$ cat src/rtl/alu_mul_sequencer_if.sv
// Bundle of the multiply handshake, the core-side ALU operands and the shared ALU port.
// The sequencer uses the slave view; the execute stage / environment uses the master view.
interface alu_mul_sequencer_if #(
  parameter int DATA_WIDTH    = 32,
  parameter int OPCODE_LENGTH = 4
);
  logic                     start;
  logic                     flush;
  logic [DATA_WIDTH-1:0]    op_a;
  logic [DATA_WIDTH-1:0]    op_b;
  logic                     ready;
  logic                     busy;
  logic                     done;
  logic [DATA_WIDTH-1:0]    product;
  logic [DATA_WIDTH-1:0]    core_srca;
  logic [DATA_WIDTH-1:0]    core_srcb;
  logic [OPCODE_LENGTH-1:0] core_op;
  logic [DATA_WIDTH-1:0]    alu_srca;
  logic [DATA_WIDTH-1:0]    alu_srcb;
  logic [OPCODE_LENGTH-1:0] alu_op;
  logic [DATA_WIDTH-1:0]    alu_result;

  modport slave (
    input  start, flush, op_a, op_b, core_srca, core_srcb, core_op, alu_result,
    output ready, busy, done, product, alu_srca, alu_srcb, alu_op
  );

  modport master (
    output start, flush, op_a, op_b, core_srca, core_srcb, core_op, alu_result,
    input  ready, busy, done, product, alu_srca, alu_srcb, alu_op
  );
endinterface

$ cat src/rtl/alu_mul_sequencer.sv
// Shift-and-add multiplier that borrows the core ALU for one ADD per cycle while busy,
// and otherwise passes the execute stage's operands and opcode straight through to the ALU.
module alu_mul_sequencer #(
  parameter int DATA_WIDTH    = 32,
  parameter int OPCODE_LENGTH = 4
) (
  input  logic                clk,
  input  logic                rst_n,
  alu_mul_sequencer_if.slave  bus
);

  localparam int CNT_W = (DATA_WIDTH > 2) ? $clog2(DATA_WIDTH) : 1;
  localparam logic [CNT_W-1:0] CNT_LAST = CNT_W'(DATA_WIDTH - 1);
  localparam logic [OPCODE_LENGTH-1:0] OP_ADD = OPCODE_LENGTH'(4'b0010);

  typedef enum logic [1:0] {
    IDLE = 2'd0,
    BUSY = 2'd1,
    DONE = 2'd2
  } state_t;

  state_t                  state_q,   state_d;
  logic [DATA_WIDTH-1:0]   acc_q,     acc_d;
  logic [DATA_WIDTH-1:0]   mcand_q,   mcand_d;
  logic [DATA_WIDTH-1:0]   mplier_q,  mplier_d;
  logic [CNT_W-1:0]        cnt_q,     cnt_d;
  logic [DATA_WIDTH-1:0]   product_q, product_d;

  logic                    own_alu;
  logic [DATA_WIDTH-1:0]   partial;

  // Next-state and datapath updates
  always_comb begin
    state_d   = state_q;
    acc_d     = acc_q;
    mcand_d   = mcand_q;
    mplier_d  = mplier_q;
    cnt_d     = cnt_q;
    product_d = product_q;

    unique case (state_q)
      IDLE: begin
        // flush has priority so an abort issued alongside a new request cancels it
        if (bus.start && !bus.flush) begin
          acc_d    = '0;
          mcand_d  = bus.op_a;
          mplier_d = bus.op_b;
          cnt_d    = '0;
          state_d  = BUSY;
        end
      end

      BUSY: begin
        if (bus.flush) begin
          state_d = IDLE;
        end else begin
          acc_d    = bus.alu_result;
          mcand_d  = mcand_q << 1;
          mplier_d = mplier_q >> 1;
          cnt_d    = cnt_q + 1'b1;
          // All DATA_WIDTH steps always run, even once the multiplier has drained to zero
          if (cnt_q == CNT_LAST) begin
            product_d = bus.alu_result;
            state_d   = DONE;
          end
        end
      end

      DONE: begin
        state_d = IDLE;
      end

      default: begin
        state_d = IDLE;
      end
    endcase
  end

  always_ff @(posedge clk) begin
    if (!rst_n) begin
      state_q   <= IDLE;
      acc_q     <= '0;
      mcand_q   <= '0;
      mplier_q  <= '0;
      cnt_q     <= '0;
      product_q <= '0;
    end else begin
      state_q   <= state_d;
      acc_q     <= acc_d;
      mcand_q   <= mcand_d;
      mplier_q  <= mplier_d;
      cnt_q     <= cnt_d;
      product_q <= product_d;
    end
  end

  // ALU ownership mux: combinational so pass-through adds no latency to the core
  assign own_alu = (state_q == BUSY);
  assign partial = mplier_q[0] ? mcand_q : '0;

  assign bus.alu_op   = own_alu ? OP_ADD  : bus.core_op;
  assign bus.alu_srca = own_alu ? acc_q   : bus.core_srca;
  assign bus.alu_srcb = own_alu ? partial : bus.core_srcb;

  assign bus.ready   = (state_q == IDLE);
  assign bus.busy    = (state_q == BUSY);
  assign bus.done    = (state_q == DONE);
  assign bus.product = product_q;

endmodule

$ cat src/flat_wrapper.sv
// flat-port wrapper written by rule: the top's interface ports become plain ports
module alu_mul_sequencer_flat 
#(
  parameter int DATA_WIDTH    = 32,
  parameter int OPCODE_LENGTH = 4
)
  (clk, rst_n, bus_start, bus_flush, bus_op_a, bus_op_b, bus_core_srca, bus_core_srcb, bus_core_op, bus_alu_result, bus_ready, bus_busy, bus_done, bus_product, bus_alu_srca, bus_alu_srcb, bus_alu_op);
  alu_mul_sequencer_if #(.DATA_WIDTH(DATA_WIDTH), .OPCODE_LENGTH(OPCODE_LENGTH)) bus_i ();
  input  logic clk;
  input  logic rst_n;
  input wire logic [$bits(bus_i.start)-1:0] bus_start;
  input wire logic [$bits(bus_i.flush)-1:0] bus_flush;
  input wire logic [$bits(bus_i.op_a)-1:0] bus_op_a;
  input wire logic [$bits(bus_i.op_b)-1:0] bus_op_b;
  input wire logic [$bits(bus_i.core_srca)-1:0] bus_core_srca;
  input wire logic [$bits(bus_i.core_srcb)-1:0] bus_core_srcb;
  input wire logic [$bits(bus_i.core_op)-1:0] bus_core_op;
  input wire logic [$bits(bus_i.alu_result)-1:0] bus_alu_result;
  output wire logic [$bits(bus_i.ready)-1:0] bus_ready;
  output wire logic [$bits(bus_i.busy)-1:0] bus_busy;
  output wire logic [$bits(bus_i.done)-1:0] bus_done;
  output wire logic [$bits(bus_i.product)-1:0] bus_product;
  output wire logic [$bits(bus_i.alu_srca)-1:0] bus_alu_srca;
  output wire logic [$bits(bus_i.alu_srcb)-1:0] bus_alu_srcb;
  output wire logic [$bits(bus_i.alu_op)-1:0] bus_alu_op;
  assign bus_i.start = bus_start;
  assign bus_i.flush = bus_flush;
  assign bus_i.op_a = bus_op_a;
  assign bus_i.op_b = bus_op_b;
  assign bus_i.core_srca = bus_core_srca;
  assign bus_i.core_srcb = bus_core_srcb;
  assign bus_i.core_op = bus_core_op;
  assign bus_i.alu_result = bus_alu_result;
  assign bus_ready = bus_i.ready;
  assign bus_busy = bus_i.busy;
  assign bus_done = bus_i.done;
  assign bus_product = bus_i.product;
  assign bus_alu_srca = bus_i.alu_srca;
  assign bus_alu_srcb = bus_i.alu_srcb;
  assign bus_alu_op = bus_i.alu_op;
  alu_mul_sequencer #(.DATA_WIDTH(DATA_WIDTH), .OPCODE_LENGTH(OPCODE_LENGTH)) u_core (.clk(clk), .rst_n(rst_n), .bus(bus_i));
endmodule
$ cat config.mk
export PLATFORM = sky130hd
export DESIGN_NAME = alu_mul_sequencer_flat
export DESIGN_NICKNAME = d
export VERILOG_FILES = /design/src/rtl/alu_mul_sequencer_if.sv /design/src/rtl/alu_mul_sequencer.sv /design/src/flat_wrapper.sv
export SDC_FILE = /design/constraint.sdc
export NUM_CORES = 1
export LEC_CHECK = 0
export BUFFER_PORTS_ARGS = -buffer_cell sky130_fd_sc_hd__buf_4
export CORE_MARGIN = 8
export CORE_UTILIZATION = 45
export CTS_CLUSTER_DIAMETER = 100
export CTS_CLUSTER_SIZE = 12
export DETAILED_ROUTE_END_ITERATION = 6
export PLACE_DENSITY = 0.85
export SLEW_MARGIN = 20
export SYNTH_ARGS = -nofsm -noshare
export SYNTH_HDL_FRONTEND = slang
export SYNTH_SLANG_ARGS = --single-unit
$ cat constraint.sdc
create_clock -name clk -period 3.4 [get_ports clk]
set_input_delay 0.51 -clock clk [delete_from_list [all_inputs] [get_ports clk]]
set_output_delay 0.51 -clock clk [all_outputs]
set_load 0.01 [all_outputs]
==> results.md <==
* Status: complete, no violations
* CTS max path bufs at 2
* Detailed-router iteration count before antenna repair at 5
* Number of global-route vias before repair at between 6,000 and 7,000
* Floorplan die area at approximately 19,000 sq um
* Initial cell density of the core at 46.1%
* Core region area at between 10,000 and 15,000 sq um
* Antenna viol nets, final at 0
* Initial antenna violation count at 0
* Routed WL at ~21 mm
* Number of failing setup endpoints in the final timing report at 0
* RSZ-0062 raised after global routing: false
* Number of levels in the clock H-tree at 4
* Chip Width at approximately 140 microns
* Number of distinct standard cells referenced by the synthesized netlist at 33
* Library cell used as clock root buffer: clkbuf_16
* Min cycle time layout at about 2.8 ns
* Warnings from Yosys at 0
* Sequential area share after synthesis at 40.2%
* Setup TNS after final layout at 0 ns
* Post-synthesis instance area at a little under 7000 sq um
* Worst-Skew Late Latency at ~0.42 ns
* Vias/cell at between 5 and 6
* Number of primary I/O pins at about 270
* Kind of start point of the critical path: flip-flop
* Cells resized by post-CTS repair at 0
* Required time at the endpoint of the critical path at around 2.9 ns
* Number of synthesized flops with an enable pin at 0
* Compound-gate portion of the synthesized area at a little under a fifth
* Most common library cell in the layout ignoring fill and taps: buf_4
* Post-synthesis share of cell area spent on xor and xnor gates at less than 1%
* Type of destination of the critical path: output pin
* Multiplexer fraction of the synthesized cell area at under 10%
* Detailed-route DRC error count at 0
* Wire length of the first global-routing pass at between 30 and 40 mm
* Number of setup buffers added after CTS at 0
* Largest family of logic cells by synthesized area: simple AND/OR/NAND/NOR gates
* Proportion of power drawn by flip-flops and latches at between 40 and 50%
* Worst clock skew at about 0.013 ns
* Post-synthesis net count at between 1,000 and 1,500
* Syn avg cell area at 8.02 sq um
* Utilization after layout at between 60 and 70%
* Critical path class: flip-flop to output pin
* Leading cell types in the layout, fill and taps excluded: buf_4 (279), nand2_1 (194), dfxtp_1 (134), nand3_1 (127), o21ai_0 (69)
* Power density over the cells at around 430 nW/um^2
* Total power consumption of the routed design at between 3 and 4 mW
* Tightest slew margin relative to the limit at about a quarter
* Synthesized flop and latch total at 135
* Final worst path period share at about 82%
* Total gr overflow at 0
* Max-capacitance violation count at 0
* P_sw at 1.07 mW
* FP Rows at 44
* Hold-fix buffers at CTS at 0
* Fraction of the mapped netlist area in adder cells at less than 1%
* Share of final-layout standard cells stronger than drive strength 1 at between 30 and 40%
* Worst setup slack for register-to-register paths at around 1.1 ns
* FMAX at 0.358 GHz
* Relative contribution of the clock network to total power at about 41%
* Largest fanout of any net on the critical path at 34
* TritonCTS sink count at about 140
* Combinational share of power at about 17%
* Worst slew pin tran at between 1 and 1.5 ns
* Iteration-0 DRC Markers at 491
* Vias after detailed routing at 6,899
* CTS tree: done
* Detailed-route wire length per cell at ~17 microns
* Total global-route track usage at 21.2%
* Leakage component of the power at 4.59 nW
* Hold Fails Final Rpt at 0
* Synth Instances at 839
* Clock input transition at the sequential cells of the worst setup and hold paths at about 0.060 ns
* Number of pins exceeding their max-slew limit in the final report at 0
* Arr. time, crit path at roughly 2.3 ns
* Final RePlAce weighted congestion at 0.814
* HPWL after DPL at around 15 mm
* Share of synthesized cell area in and, or, nand and nor gates at 25.6%
* Max rail drop VDD at slightly above 0.3 mV
* Pin count of the biggest net entering global routing at just over 100
* Post-route cell area at a little over 9000 sq um
* Post-synth ARST share at 0%
* Dominant register cell in the synthesized netlist: dfxtp_1
* Cell-internal power at 2.93 mW
* CTS buffer count at 17
* Worst hold-check slack at approximately 0.32 ns
* Diode insertion count for antenna repair at 0
* Path class of the lowest-slack min-delay path: input pin to flip-flop
* Height of the chip at 138 microns
* Fin nets at between 1,000 and 1,500
* Fraction of power spent switching nets at about a quarter
* Port-buffer cells at 270
* Standard cell area after detailed placement at 8790 sq um
* Area overhead of the layout relative to synthesis at 38.5%
==> kinds of logic (layout without fill, tap and decap cells) <==
logic type	Yosys count	in the layout
compound gates	171	171
mux	62	62
buf+inv	91	316
simple gates	377	377
xor+xnor	1	1
flops	135	135
fa+ha+maj	2	2
==> per-layer routing <==
metal	global-route usage [%]	vias to the layer above	wire, microns
li1	-	3389	-
met1	25.8	3186	9290
met2	33.8	289	10100
met3	6.40	35	1540
met4	9.27	0	583
met5	0	-	0
==> final cells by class <==
cell class                      count  area [sq um]
Fill cell                        1252          5280
Multi-Input combinational cell    613          3670
Clock inverter                     12          80.1
Inverter                            1          5.00
Clock buffer                       20           447
Tap cell                          184           230
Sequential cell                   135          2710
Timing Repair Buffer              283          2170
==> worst max-delay path, cell delays in order, from the launching register on <==
cell      delay, ns
dfxtp_1        0.52
nand2b_2       0.21
clkinv_2       0.42
buf_4          0.41
nand2_1        0.11
nand2_1        0.05
buf_4          0.14
==> final timing paths <==
check | endpoint | cells after the start | startpoint
min | u_core.bus.product[14] | 3 | bus_alu_result[14]
max reg2reg | u_core.bus.product[6] | 5 | u_core.state_q[0]
max | bus_alu_srca[25] | 6 | u_core.state_q[1]
min reg2reg | u_core.bus.product[24] | 2 | u_core.bus.product[24]
==> per-stage QoR <==
stage / cells / setup WS [ns]
4_1_cts: 1248 / 0.599
3_5_place_dp: 1216 / 1.05
5_1_grt: 1248 / 0.468
6_report: 1248 / 0.609
3_3_place_gp: 1216 / 1.11
2_1_floorplan: 839 / 1.61
==> power by group through the flow <==
stage	clock network, mW	registers, mW	logic [mW]
6_report	1.63	1.70	0.669
5_1_grt	1.74	1.70	0.729
4_1_cts	1.66	1.70	0.675
3_5_place_dp	0	1.73	0.672
3_3_place_gp	0	1.73	0.662
2_1_floorplan	0	1.71	0.360
==> synth_stat cells, types with 2 or more instances <==
cell type / n / share of area (%)
a21boi_0: 24 / 2.7
a21boi_1: 13 / 1.5
and2_1: 4 / 0.37
buf_1: 14 / 0.78
buf_2: 25 / 1.9
clkbuf_1: 50 / 2.8
dfxtp_1: 135 / 40
ha_1: 2 / 0.37
mux2i_1: 62 / 9.2
nand2_1: 194 / 11
nand2b_1: 3 / 0.28
nand3_1: 127 / 9.5
nand4_1: 34 / 3.2
nor2_1: 3 / 0.17
nor4bb_1: 2 / 0.30
o211a_1: 62 / 9.2
o21ai_0: 69 / 5.1
==> sequential cells by signal, indices dropped and copies added, names as in the netlist <==
register	cells
u_core.state_q	2
u_core.mcand_q	32
u_core.acc_q	32
u_core.bus.product	32
u_core.cnt_q	5
u_core.mplier_q	32
(Power assumes the default switching activity.)
